**config.mk**
```make
export PLATFORM = sky130hd
export DESIGN_NAME = fetch_unit
export DESIGN_NICKNAME = d
export VERILOG_FILES = /design/src/rtl/rv_pkg.sv /design/src/rtl/fetch_unit_pc_register.sv /design/src/rtl/fetch_unit.sv
export SDC_FILE = /design/constraint.sdc
export NUM_CORES = 1
export LEC_CHECK = 0
export CORE_MARGIN = 4
export CORE_UTILIZATION = 43
export CTS_CLUSTER_SIZE = 30
export DETAILED_ROUTE_END_ITERATION = 10
export PLACE_DENSITY_LB_ADDON = 0.1
export SYNTH_ARGS = -nofsm -noshare
export SYNTH_HDL_FRONTEND = slang
export SYNTH_SLANG_ARGS = --single-unit
export TNS_END_PERCENT = 100
```
**constraint.sdc**
```tcl
create_clock -name clk -period 2.5 [get_ports clk]
set_input_delay 0.625 -clock clk [delete_from_list [all_inputs] [get_ports clk]]
set_output_delay 0.625 -clock clk [all_outputs]
set_load 0.05 [all_outputs]
```
**src/rtl/rv_pkg.sv**
```systemverilog
// Shared RV32 front-end definitions used by the fetch unit and the control unit.
package rv_pkg;

  localparam logic [31:0] NOP_INSTR = 32'h0000_0013;
  localparam logic [6:0]  OPC_ADDI  = 7'b0010011;
  localparam logic [6:0]  OPC_BNE   = 7'b1100011;

  typedef enum logic [1:0] {
    BOOT = 2'd0,
    RUN  = 2'd1,
    HALT = 2'd2
  } fetch_state_t;

  // Instruction addresses must be word aligned; the low two bits flag a bad target.
  function automatic logic is_misaligned(input logic [1:0] addr_lo);
    return (addr_lo != 2'b00);
  endfunction

endpackage

```
**src/rtl/fetch_unit_pc_register.sv**
```systemverilog
// Fetch program counter: redirect load has priority over sequential advance.
module pc_register
  import rv_pkg::*;
#(
  parameter int unsigned           ADDR_WIDTH = 32,
  parameter logic [ADDR_WIDTH-1:0] RESET_PC   = {ADDR_WIDTH{1'b0}}
) (
  input  logic                  clk,
  input  logic                  rst,
  input  logic                  en,
  input  logic                  load,
  input  logic [ADDR_WIDTH-1:0] load_addr,
  output logic [ADDR_WIDTH-1:0] pc_q
);

  logic [ADDR_WIDTH-1:0] pc_d;

  // Next PC selection; the +4 wraps naturally at the address width.
  always_comb begin
    pc_d = pc_q;
    if (load) begin
      pc_d = load_addr;
    end else if (en) begin
      pc_d = pc_q + ADDR_WIDTH'(32'd4);
    end else begin
      pc_d = pc_q;
    end
  end

  // PC register with synchronous reset.
  always_ff @(posedge clk) begin
    if (rst) begin
      pc_q <= RESET_PC;
    end else begin
      pc_q <= pc_d;
    end
  end

endmodule

```
**src/rtl/fetch_unit.sv**
```systemverilog
// Instruction fetch stage: owns the PC, drives a 1-cycle synchronous imem and
// presents fetched instructions to decode, squashing wrong-path fetches on redirect.
module fetch_unit
  import rv_pkg::*;
#(
  parameter int unsigned           ADDR_WIDTH = 32,
  parameter logic [ADDR_WIDTH-1:0] RESET_PC   = {ADDR_WIDTH{1'b0}}
) (
  input  logic                  clk,
  input  logic                  rst,
  input  logic                  stall,
  input  logic                  PCsrc,
  input  logic [ADDR_WIDTH-1:0] branch_target,
  output logic [ADDR_WIDTH-1:0] imem_addr,
  output logic                  imem_en,
  input  logic [31:0]           imem_rdata,
  output logic [31:0]           instr,
  output logic [6:0]            opcode,
  output logic [2:0]            funct3,
  output logic [ADDR_WIDTH-1:0] pc_out,
  output logic [ADDR_WIDTH-1:0] pc_plus4,
  output logic                  instr_valid,
  output logic                  fetch_fault,
  output logic [31:0]           fetch_count
);

  fetch_state_t          state_q, state_d;
  logic [ADDR_WIDTH-1:0] req_pc_q, req_pc_d;
  logic                  req_valid_q, req_valid_d;
  logic                  fault_q, fault_d;
  logic [31:0]           count_q, count_d;
  logic [ADDR_WIDTH-1:0] pc_f;
  logic                  accept;
  logic                  redirect;
  logic                  pc_advance;

  pc_register #(
    .ADDR_WIDTH(ADDR_WIDTH),
    .RESET_PC  (RESET_PC)
  ) u_pc_register (
    .clk      (clk),
    .rst      (rst),
    .en       (pc_advance),
    .load     (redirect),
    .load_addr(branch_target),
    .pc_q     (pc_f)
  );

  // Bubbles cannot branch, and a stalled decode cannot redirect.
  always_comb begin
    accept     = req_valid_q && !stall;
    redirect   = (state_q == RUN) && !stall && PCsrc && req_valid_q;
    pc_advance = !stall && ((state_q == BOOT) || ((state_q == RUN) && !redirect));
  end

  // Fetch sequencing: in-flight request tracking, fault latch and accept counter.
  always_comb begin
    state_d     = state_q;
    req_pc_d    = req_pc_q;
    req_valid_d = req_valid_q;
    fault_d     = fault_q;
    count_d     = accept ? (count_q + 32'd1) : count_q;
    case (state_q)
      BOOT: begin
        if (!stall) begin
          state_d     = RUN;
          req_pc_d    = pc_f;
          req_valid_d = 1'b1;
        end else begin
          state_d = BOOT;
        end
      end
      RUN: begin
        if (stall) begin
          state_d = RUN;
        end else if (redirect) begin
          // The read issued this cycle is wrong-path; drop it.
          req_valid_d = 1'b0;
          if (is_misaligned(branch_target[1:0])) begin
            fault_d = 1'b1;
            state_d = HALT;
          end else begin
            state_d = RUN;
          end
        end else begin
          req_pc_d    = pc_f;
          req_valid_d = 1'b1;
        end
      end
      HALT: begin
        req_valid_d = 1'b0;
      end
      default: begin
        state_d     = BOOT;
        req_valid_d = 1'b0;
      end
    endcase
  end

  // Stage state registers with synchronous reset.
  always_ff @(posedge clk) begin
    if (rst) begin
      state_q     <= BOOT;
      req_pc_q    <= {ADDR_WIDTH{1'b0}};
      req_valid_q <= 1'b0;
      fault_q     <= 1'b0;
      count_q     <= 32'd0;
    end else begin
      state_q     <= state_d;
      req_pc_q    <= req_pc_d;
      req_valid_q <= req_valid_d;
      fault_q     <= fault_d;
      count_q     <= count_d;
    end
  end

  // Decode-facing view; the memory holds rdata while disabled, so stalls need no skid buffer.
  always_comb begin
    imem_addr   = pc_f;
    imem_en     = (state_q != HALT) && !stall;
    instr_valid = req_valid_q;
    instr       = req_valid_q ? imem_rdata : NOP_INSTR;
    opcode      = instr[6:0];
    funct3      = instr[14:12];
    pc_out      = req_pc_q;
    pc_plus4    = req_pc_q + ADDR_WIDTH'(32'd4);
    fetch_fault = fault_q;
    fetch_count = count_q;
  end

endmodule
```
**Word level (Yosys, flattened, before mapping)**

Index checks and enable logic that the tools add are counted.

- Output and inout port bits: 173
- Flip-flop bits (word level): 100
- Bits in writable memories: 0
- Word-level logic and storage cells: 52
- Bits in read-only memories: 0
- Bits of input ports: 68
- Latch bits: 0
- Memories kept: 0

- Reductions and logical operators: 18
- Order comparisons: 0
- Shift operators: 0
- Bitwise operators: 2
- Multipliers: 0
- Multiplexer cells: 16
- Add/sub/neg operators: 3
- Equal/unequal tests: 7
- Divide/modulo/power cells: 0

Operators by type and width:

| cell | number |
|---|---|
| two-way mux 32 bit | 6 |
| adder 32 x 3 -> 32 bit (second input constant) | 2 |
| case mux 32 bit (2 select lines) | 1 |
| adder 32 x 1 -> 32 bit (second input constant) | 1 |
| != test 2 bit (second input constant) | 4 |
| AND reduction 4 bit | 2 |
| logical AND 1 bit | 7 |
| two-way mux 2 bit | 3 |
| case mux 2 bit (3 select lines) | 1 |
| nonzero test 2 bit | 3 |
| two-way mux 1 bit | 4 |
| AND reduction 2 bit | 2 |
| != test 3 bit (second input constant) | 1 |
| == test 2 x 1 -> 1 bit (second input constant) | 1 |
| == test 2 bit (second input constant) | 1 |
| logical NOT 1 bit | 2 |
| logical NOT 2 bit | 1 |
| NOT 1 bit | 2 |
| case mux 1 bit (2 select lines) | 1 |
| logical OR 1 bit | 1 |

**Longest topological paths before layout**

Gate-level depths: netlist of the first run.

- Depth after elaboration: 10
- Mapped depth: 7
- Depth with buffers taken out: 6

**Hierarchy**

A second synthesis of the first run with hierarchy kept.

- Cell total of the unflattened synthesis: 709
- Area, all modules: 5567.8 µm²

Modules (own cells, without submodules):

| module | sequential area each (µm²) | cells an instance | area each (µm²) | times used |
|---|---|---|---|---|
| fetch_unit | 1361.3 | 475 | 3674.8 | 1 |
| pc_register | 640.6 | 234 | 1893.1 | 1 |

**Worst setup path after synthesis of the first run**

Ideal clock, no wire load.

- Path type: flip-flop to output port
- Start point: reg req_pc_q[11], in the netlist pc_out[11]
- End point: out pc_plus4[30]
- Buffers on the path: 0
- Stages on the path, launching flop included: 6
- Slack: -759 ps
- Data arrival time: 2634 ps
- Cell sequence: dfxtp_1 -> and4_1 -> nand4_1 -> nor3_1 -> nand3_1 -> xnor2_1

- Cells in the longest elaborated chain, start to end: 1

Ends and longest elaborated chain:

| item | line | text |
|---|---|---|
| start: declaration | fetch_unit.sv:28 | `logic [ADDR_WIDTH-1:0] req_pc_q, req_pc_d;` |
| start signal: assignment | fetch_unit.sv:104 | `req_pc_q <= {ADDR_WIDTH{1'b0}};` |
| start signal: assignment | fetch_unit.sv:110 | `req_pc_q <= req_pc_d;` |
| adder 32 x 3 -> 32 bit | fetch_unit.sv:126 | `pc_plus4 = req_pc_q + ADDR_WIDTH'(32'd4);` |
| end: declaration | fetch_unit.sv:21 | `output logic [ADDR_WIDTH-1:0] pc_plus4,` |

No other way between the ends.

**Worst setup path in the final report of the first run**

- Start point: reg req_pc_q[19], in the netlist pc_out[19]
- End point: out pc_plus4[25]

Same word-level chain as after synthesis.

==> results of run 1 <==
## how the worst min path moves through the flow
stage	to	from	slack (ns)
CTS	fetch_fault$_SDFFE_PP0P_	fetch_fault$_SDFFE_PP0P_	0.47
global placement	fetch_fault$_SDFFE_PP0P_	fetch_fault$_SDFFE_PP0P_	0.44
floorplan	instr_valid$_SDFFE_PP0P_	state_q[1]$_SDFFE_PP0P_	0.48
finish	fetch_fault$_SDFFE_PP0P_	fetch_fault$_SDFFE_PP0P_	0.46
detailed placement	fetch_fault$_SDFFE_PP0P_	fetch_fault$_SDFFE_PP0P_	0.46
global route	u_pc_register.pc_q[0]$_SDFFE_PP0P_	u_pc_register.pc_q[0]$_SDFFE_PP0P_	0.50
## tightest hold or removal path: stages, from the launching register on
cell and delay [ns]:
dfxtp_1 0.31, inv_1 0.05, a21oi_1 0.06
## per-layer routing
| layer | up-vias | global-route usage (%) | routed length (um) |
|---|---|---|---|
| met3 | 52 | 8.25 | 1860 |
| met4 | 0 | 9.07 | 593 |
| li1 | 3031 | - | - |
| met2 | 316 | 47.0 | 9990 |
| met1 | 2908 | 28.9 | 7060 |
| met5 | - | 0 | 0 |
## state kept, by name, summed over array words and instances (netlist names)
signal / cells
u_pc_register.pc_q: 32
state_q: 2
fetch_fault: 1
pc_out: 32
instr_valid: 1
fetch_count: 32
## Yosys cell counts (all sizes together), types with 2 or more instances
library cell and count:
nor4 18, and2 32, nand2b 5, nand4 27, nor2 70, a21oi 62
and3 19, and4 10, o22ai 3, xnor2 43, nor2b 3, or2 3
inv 11, o211ai 3, mux2i 4, a22oi 3, or4 4, dfxtp 100
nor3 22, a31oi 11, a2111oi 2, or3 5, buf 18, o21ai 20
nand3 34, a211oi 7, xor2 19, nand2 116, ha 3, clkbuf 36
## report_power, final
group / switching, mW / internal, mW
clock network: 0.604 / 0.782
logic: 0.441 / 0.358
registers: 0.0386 / 1.60
total: 1.08 / 2.74
## final cells by class
class | instances | area [um2] | area share [%]
Antenna cell | 1 | 2.50 | 0.0256
Clock buffer | 13 | 275 | 2.81
Clock inverter | 3 | 26.3 | 0.269
Inverter | 11 | 41.3 | 0.422
Multi-Input combinational cell | 560 | 3580 | 36.6
Sequential cell | 100 | 2070 | 21.1
Tap cell | 172 | 215 | 2.20
Timing Repair Buffer | 300 | 3570 | 36.5
## kinds of logic after synthesis
| kind of cell | count (synthesis) | synth area share [%] |
|---|---|---|
| multiplexers | 4 | 0.729 |
| flip-flops | 100 | 36.4 |
| buffers and inverters | 65 | 5.37 |
| AND/OR/NAND/NOR | 372 | 34.5 |
| adder cells (fa/ha/maj) | 3 | 0.683 |
| AO/OA/AOI/OAI | 119 | 12.4 |
| XOR/XNOR | 62 | 9.88 |
## what timing repair did
| action | CTS | global route |
|---|---|---|
| setup buffers | 11 | 2 |
| endpoints found under the setup margin | 21 | 18 |
| pin swaps | 18 | 19 |
| gates resized for setup | 25 | 18 |
| gates cloned | 0 | 0 |
## metrics by stage
step	setup TNS, ns	utilization (%)	cells
final	-1.49	77.8	1160
after global placement	0	73.1	1130
after global routing	-2.72	77.8	1159
after detailed placement	0	73.1	1130
after floorplan	-0.0537	-	725
after CTS	-1.19	77.0	1157
==> metrics, run 1 <==
flop2flop setup slack 0.34 ns; Vias/cell 5.44; vias in the first global route 6161; worst hold path type flop to flop; max_slew headroom 55.3%; Worst Setup SP pc_out[19]$_SDFFE_PP0P_; Syn Std Cell Area 5490 um2; Hold Vio Cnt, Final 0; Pwr Density 391 nW/um2; CTS tree built; unrepaired setup endpoints after global routing true; global-route usage over all layers 26.1%; Max stage delay on crit path 0.46 ns; Yosys cell types 51; Syn-to-layout area delta 78.1%; Reg2Reg Depth 6; die area 14600 um2; Setup Skew 0.00800 ns; initial antenna violation count 0; syn nets 796; Min Clock Period, post-route 2.71 ns; Detail Route Antenna Nets 0; hold buffers post-CTS 0; Slew Viols, Final 0; Crit path depth 6; Worst-Skew Late Latency 0.34 ns; Setup crit end pc_plus4[25]; Die H 121 um; DIE WIDTH 121 um; final cycle utilization of the critical path 108%; fmax 0.369 GHz; Cells after Synth 725; area leader, netlist dfxtp_1; most common cell after layout, fill and taps aside clkdlybuf4s50_1; CTS buffer count 9; Worst-path clk slew 0.07 ns; # DRC 0; most frequent cells in the layout 166 x clkdlybuf4s50_1, 113 x nand2_1, 79 x dfxtp_1; startpoint types flop; DP Worst Slack 0.0315 ns; starting density of the core 43.7%; core box area 12600 um2; Total Wirelength 19500 um; largest net degree at the start of global routing 67; final hold slack 0.461 ns; CP endpoint kind output pin; EDFF count, synth 0; Yosys warnings 0; total gr overflow 0; Design Area, Final 9780 um2; io pins 241; Worst-Margin Slew 0.671 ns; maxcap violations 0; r2r startpoint u_pc_register.pc_q[2]$_SDFFE_PP0P_; Peak VDD IR 0.436 mV; kind of critical path flop to output pin; crit path buf inv count 1; first-pass GRT wire length 31100 um; wire length per cell 16.8 um; failing checks setup timing; Worst EP arrival 2.08 ns; R2R Path End u_pc_register.pc_q[22]$_SDFFE_PP0P_; crit path max-delay cell type or3_4; Seq cells post-synth 100; Synth async-reset ratio 0%; Cell Rows 41; vias 6307; synth top area cells dfxtp_1 36%, nand2_1 7.9%, xnor2_1 6.9%; DRT Pass-1 Iters 5; H-tree depth 3; CTS Root Cell clkbuf_16; final setup violation count 16; Post-DP HPWL 15000 um; Setup WS post-layout -0.206 ns; CTS sink cnt 100; CTS max path bufs 2; ordered cell list for the critical path and4_4 > nand3_2 > or3_4 > nor2_4 > xor2_4 > buf_12; routability cong. 0.900; WP data required 1.88 ns; hold path depth 2; total power 3.83 mW; Avg Cell Area, Syn 7.58 um2; leak pwr 3.58 nW; crit-path leading delay family simple AND/OR/NAND/NOR gates; status finished with violations; area share of the largest cell type after synthesis 36.4%; most common flop cell mapped by yosys dfxtp_1; Detailed Route Iter0 Violations 406; fill count 861; placed cell area 9180 um2; # nets final 1053; post-synthesis sequential area ratio 36.4%; Port Buffers 240; fraction of layout cells with a size suffix above 1 23.3%; Worst Path Max Fanout 6
(Power assumes the default switching activity.)
==> run 2, diff against run 1 <==
--- a/config.mk
+++ b/config.mk
@@ -9,6 +9,7 @@
 export CORE_UTILIZATION = 43
 export CTS_CLUSTER_SIZE = 30
 export DETAILED_ROUTE_END_ITERATION = 10
+export MAX_ROUTING_LAYER = met4
 export PLACE_DENSITY_LB_ADDON = 0.1
 export SYNTH_ARGS = -nofsm -noshare
 export SYNTH_HDL_FRONTEND = slang
==> run 2 against run 1 <==
Against the previous run:
- the run still ends with setup timing left
- critical path depth increased by 1
- wire length increased by 0.42%
- first-iteration DRC count decreased by 19%
- clock-buffer cell count decreased by 3
- worst hold slack got worse by 0.012 ns
- total power decreased by 2.3%
- cell count decreased by 0.43%
- cell area decreased by 1.5%
- sequential power about the same
- clock power decreased by 6%
- flip-flop and latch count unchanged
- maximum frequency increased by 0.14%
- critical path type unchanged
- largest power group unchanged
==> metrics, run 2 (synthesized netlist as in run 1, its figures left out) <==
starting density of the core 43.7% (unchanged); Detailed Route Iter0 Violations 328 (-19%); largest net degree at the start of global routing 62 (-7.5%); global-route usage over all layers 26.9% (+0.79 points); Vias/cell 5.45 (+0.15%); r2r startpoint u_pc_register.pc_q[2]$_SDFFE_PP0P_; Port Buffers 240 (unchanged); power share of the clock group 34.8% (-1.4 points); Reg2Reg Depth 6 (unchanged); DRT Pass-1 Iters 4 (-1); CTS buffer count 9 (unchanged); worst hold path type flop to flop; fill count 908 (+5.5%); flop2flop setup slack 0.29 ns (-0.05 ns); Min Clock Period, post-route 2.70 ns (-0.00370 ns); H-tree depth 3 (unchanged); Cell Rows 41 (unchanged); WP data required 1.88 ns (about the same); Total Neg Setup Slack -2.30 ns (-0.811 ns); multi-input logic area 3540 um2 (-1.3%); # DRC 0 (unchanged); CTS max path bufs 2 (unchanged); Worst-path clk slew 0.07 ns (about the same); Worst EP arrival 2.08 ns (about the same); R2R Path End u_pc_register.pc_q[22]$_SDFFE_PP0P_; Setup crit end pc_plus4[31]; vias 6289 (-0.29%); ANT cells 0 (-1); unrepaired setup endpoints after global routing true; maxcap violations 0 (unchanged); CTS sink cnt 100 (unchanged); Slew Viols, Final 0 (unchanged); Internal 2.65 mW (-3.6%); io pins 241 (unchanged); Pwr Density 388 nW/um2 (-0.86%); Worst Setup SP pc_out[13]$_SDFFE_PP0P_; routability cong. 0.924 (+2.7%); fraction of layout cells with a size suffix above 1 22.6% (-0.72 points); hold buffers post-CTS 0 (unchanged); Detail Route Antenna Nets 0 (unchanged); leak pwr 3.54 nW (-1.2%); Net Sw Power 1.09 mW (+0.80%); first-pass GRT wire length 30700 um (-1.3%); DIE WIDTH 121 um (unchanged); Worst-Margin Slew 0.653 ns (-0.0174 ns); startpoint types flop; most frequent cells in the layout 166 x clkdlybuf4s50_1, 115 x nand2_1, 79 x dfxtp_1; Post-DP HPWL 15100 um (+0.68%); switch share 29.2% (+0.91 points); Total Wirelength 19600 um (+0.42%); vias in the first global route 6199 (+0.62%); Syn-to-layout area delta 75.4%; Setup WS post-layout -0.203 ns (+0.00370 ns); placed cell area 9170 um2 (-0.16%); total gr overflow 0 (unchanged); final setup violation count 21 (+5); max_slew headroom 56.4% (+1.2 points); die area 14600 um2 (unchanged); initial antenna violation count 0 (unchanged); Setup Skew 0.00556 ns (-0.00244 ns); Die H 121 um (unchanged); status finished with violations; Worst-Skew Late Latency 0.35 ns (about the same); failing checks setup timing; final cycle utilization of the critical path 108% (-0.15 points); CTS tree built; wire length per cell 17.0 um (+0.86%); # nets final 1049 (-0.38%); CP endpoint kind output pin; CTS Root Cell clkbuf_16; Hold Vio Cnt, Final 0 (unchanged); core box area 12600 um2 (unchanged); Peak VDD IR 0.276 mV (-37%); Sequential cell area 2070 um2 (unchanged); Design Area, Final 9640 um2 (-1.5%); fmax 0.370 GHz (+0.14%); Comb power frac 21.2% (+0.3 points); Worst Path Max Fanout 2 (-4); kind of critical path flop to output pin; most common cell after layout, fill and taps aside clkdlybuf4s50_1; Seq pwr share 44.0% (+1.1 points)
==> run 2: final cells by class <==
class                   instances  share of cell area, %
clock inverters                 6                  0.415
well taps                     172                   2.23
multi-input cells             560                   36.7
inverters                      11                  0.428
flip-flops and latches        100                   21.4
repair buffers                296                   36.4
clock buffers                  10                   2.41
==> run 2: through the flow <==
step / power, mW / setup WS (ns) / std cells / hold slack [ns] / utilization [%]
floorplan: 2.07 / -0.0354 / 725 / 0.476 / -
global placement: 2.46 / 0.106 / 1128 / 0.438 / 72.9
detailed placement: 2.47 / 0.0579 / 1128 / 0.444 / 72.9
CTS: 3.76 / -0.198 / 1153 / 0.454 / 76.4
global route: 3.88 / -0.263 / 1155 / 0.470 / 76.7
finish: 3.74 / -0.203 / 1155 / 0.448 / 76.7
==> run 2: critical path, cell delays in order, from the launching register on <==
cell     delay (ns)
dfxtp_4        0.34
and4_1         0.22
nand4_1        0.14
buf_4          0.18
or3_4          0.36
nor2_4         0.14
xor2_4         0.18
buf_12         0.15
==> run 2: worst min-delay path by stage <==
stage	from	slack, ns	endpoint	cells after the start
2_1_floorplan	state_q[1]$_SDFFE_PP0P_	0.48	instr_valid$_SDFFE_PP0P_	1
3_3_place_gp	fetch_fault$_SDFFE_PP0P_	0.44	fetch_fault$_SDFFE_PP0P_	2
3_5_place_dp	fetch_fault$_SDFFE_PP0P_	0.44	fetch_fault$_SDFFE_PP0P_	2
4_1_cts	fetch_fault$_SDFFE_PP0P_	0.45	fetch_fault$_SDFFE_PP0P_	2
5_1_grt	fetch_fault$_SDFFE_PP0P_	0.47	fetch_fault$_SDFFE_PP0P_	2
6_report	fetch_fault$_SDFFE_PP0P_	0.45	fetch_fault$_SDFFE_PP0P_	2
==> run 2: power groups by stage <==
stage | Sequential (mW) | Combinational, mW | Clock, mW
floorplan | 1.76 | 0.312 | 0
global placement | 1.68 | 0.785 | 0
detailed placement | 1.68 | 0.791 | 0
CTS | 1.64 | 0.796 | 1.32
global route | 1.65 | 0.829 | 1.40
finish | 1.64 | 0.793 | 1.30
==> run 2: metal layers <==
layer | GRT usage, % | part of all wire, % | vias up
met3 | 8.30 | 8.9 | 48
met5 | - | 0 | -
li1 | - | - | 3019
met4 | 9.35 | 3.0 | 0
met1 | 28.8 | 37 | 2925
met2 | 47.2 | 52 | 297
==> run 2: timing repair <==
item	CTS	global route
resized for setup	23	5
buffers inserted	9	2
endpoints found under the setup margin	21	22
pin swaps	19	8
==> run 3, diff against run 2 <==
--- a/config.mk
+++ b/config.mk
@@ -10,7 +10,7 @@
 export CTS_CLUSTER_SIZE = 30
 export DETAILED_ROUTE_END_ITERATION = 10
 export MAX_ROUTING_LAYER = met4
-export PLACE_DENSITY_LB_ADDON = 0.1
+export PLACE_DENSITY = 0.82
 export SYNTH_ARGS = -nofsm -noshare
 export SYNTH_HDL_FRONTEND = slang
 export SYNTH_SLANG_ARGS = --single-unit
==> run 3 against run 2 <==
Against the previous run:
- the flow still finishes with violations (setup timing)
- maximum frequency is 1.2% lower
- worst setup slack worse by 0.033 ns
- die area unchanged
- wire length increased by 6.1%
- sequential share of layout area fell by 0.55 points
- via count up 1.6%
- cell area rose by 2.5%
- non-clock buffer count up 8
==> metrics, run 3 (synthesized netlist as in run 1, its figures left out) <==
# DRC 0 (unchanged); largest net degree at the start of global routing 74 (+19%); unrepaired setup endpoints after global routing true; fill count 796 (-12%); Worst Path Max Fanout 5 (+3); Sequential cell area 2060 um2 (-0.12%); H-tree depth 3 (unchanged); Syn-to-layout area delta 79.8%; DP Worst Slack 0.0350 ns (-0.0229 ns); starting density of the core 43.7% (unchanged); Min Clock Period, post-route 2.74 ns (+0.0328 ns); initial antenna violation count 0 (unchanged); flop2flop setup slack 0.32 ns (+0.03 ns); maxcap violations 0 (unchanged); placed cell area 9200 um2 (+0.41%); failing checks setup timing; total power 4.00 mW (+7.1%); Pwr Density 405 nW/um2 (+4.5%); CTS tree built; CTS sink cnt 100 (unchanged); startpoint types flop; fraction of layout cells with a size suffix above 1 23.6% (+1.0 points); Worst Setup SP pc_out[20]$_SDFFE_PP0P_; Slew Viols, Final 0 (unchanged); CTS buffer count 9 (unchanged); DRT Pass-1 Iters 7 (+3); vias 6387 (+1.6%); Worst EP arrival 2.11 ns (+0.03 ns); core box area 12600 um2 (unchanged); leak pwr 3.63 nW (+2.5%); Port Buffers 240 (unchanged); Worst-Skew Late Latency 0.34 ns (about the same); most frequent cells in the layout 167 x clkdlybuf4s50_1, 113 x nand2_1, 79 x dfxtp_1; most common cell after layout, fill and taps aside clkdlybuf4s50_1; Detail Route Antenna Nets 0 (unchanged); io pins 241 (unchanged); status finished with violations; Peak VDD IR 0.270 mV (-2.1%); global-route usage over all layers 27.7% (+0.73 points); Worst-path clk slew 0.07 ns (about the same); die area 14600 um2 (unchanged); CTS Root Cell clkbuf_16; Hold Vio Cnt, Final 0 (unchanged); Vias/cell 5.49 (+0.86%); Detailed Route Iter0 Violations 442 (+35%); Cell Rows 41 (unchanged); Design Area, Final 9880 um2 (+2.5%); ANT cells 0 (unchanged); r2r startpoint u_pc_register.pc_q[3]$_SDFFE_PP0P_; final cycle utilization of the critical path 109% (+1.3 points); routability cong. 0.902 (-2.4%); kind of critical path flop to output pin; hold_sp fetch_fault$_SDFFE_PP0P_; total gr overflow 0 (unchanged); max_slew headroom 48.2% (-8.2 points); Setup Skew 0.00585 ns (+0.000292 ns); Total Wirelength 20800 um (+6.1%); WP data required 1.88 ns (about the same); multi-input logic area 3620 um2 (+2.4%); CTS max path bufs 2 (unchanged); DIE WIDTH 121 um (unchanged); Die H 121 um (unchanged); vias in the first global route 6047 (-2.5%); Post-Route Utilization 78.6% (+1.9 points); wire length per cell 17.9 um (+5.3%); final hold slack 0.464 ns (+0.0154 ns); # nets final 1057 (+0.76%); final setup violation count 16 (-24%); Setup WS post-layout -0.236 ns (-0.0328 ns); worst hold path type flop to flop; CP endpoint kind output pin; fmax 0.366 GHz (-1.2%); first-pass GRT wire length 31500 um (+2.7%); Worst-Margin Slew 0.777 ns (+0.124 ns); Post-DP HPWL 14900 um (-0.88%)
-- run 3: changes by cell type in the layout (fill, tap and decap cells not counted), moves of 3 or more --
cell and delta:
and4_4 +3, buf_6 +9, clkinv_2 -3, nand3_4 +3
-- run 3: timing repair --
item	in CTS	in global routing
hold buffers	0	0
setup buffers	12	2
pin swaps	18	19
setup endpoints to repair	22	21
gates resized for setup	33	18
hold endpoints to repair	0	0
-- run 3: worst max-delay path, cell delays in order (launching register included) --
cell	delay (ns)
dfxtp_2	0.40
and4_4	0.27
nand3_2	0.19
or3_4	0.43
nor2_4	0.16
xor2_4	0.18
buf_12	0.15
-- run 3: routing by layer --
layer / wire [um] / part of all wire (%) / global-route usage [%]
met1: 7550 / 36 / 30.6
met4: 480 / 2.3 / 6.73
met5: 0 / 0 / -
met2: 10700 / 52 / 49.4
met3: 2000 / 9.6 / 7.55
-- run 3: metrics by stage --
step                      cells  setup TNS [ns]
after global routing       1163           -2.94
after global placement     1133               0
final                      1163           -1.86
after floorplan             725         -0.0537
after detailed placement   1133               0
after CTS                  1161           -1.05
-- run 3: final cells by class --
class                      instances  area share (%)
sequential                       100            20.9
inverter                          11           0.418
tap                              172            2.18
multi-input combinational        560            36.7
clock buffer                      12            2.61
timing repair buffer             304            36.5
clock inverter                     4           0.785
-- run 3: worst paths after layout --
check,end,cells after the start
max,pc_plus4[31],6
min,fetch_fault$_SDFFE_PP0P_,2
max reg2reg,u_pc_register.pc_q[22]$_SDFFE_PP0P_,6
min reg2reg,fetch_fault$_SDFFE_PP0P_,2
-- run 3: power by group --
group | internal [mW] | leakage, nW | switching [mW] | total, mW
Combinational | 0.359 | 2.64 | 0.446 | 0.805
Sequential | 1.60 | 0.822 | 0.0390 | 1.64
Clock | 0.945 | 0.163 | 0.610 | 1.56
Total | 2.91 | 3.63 | 1.10 | 4.00
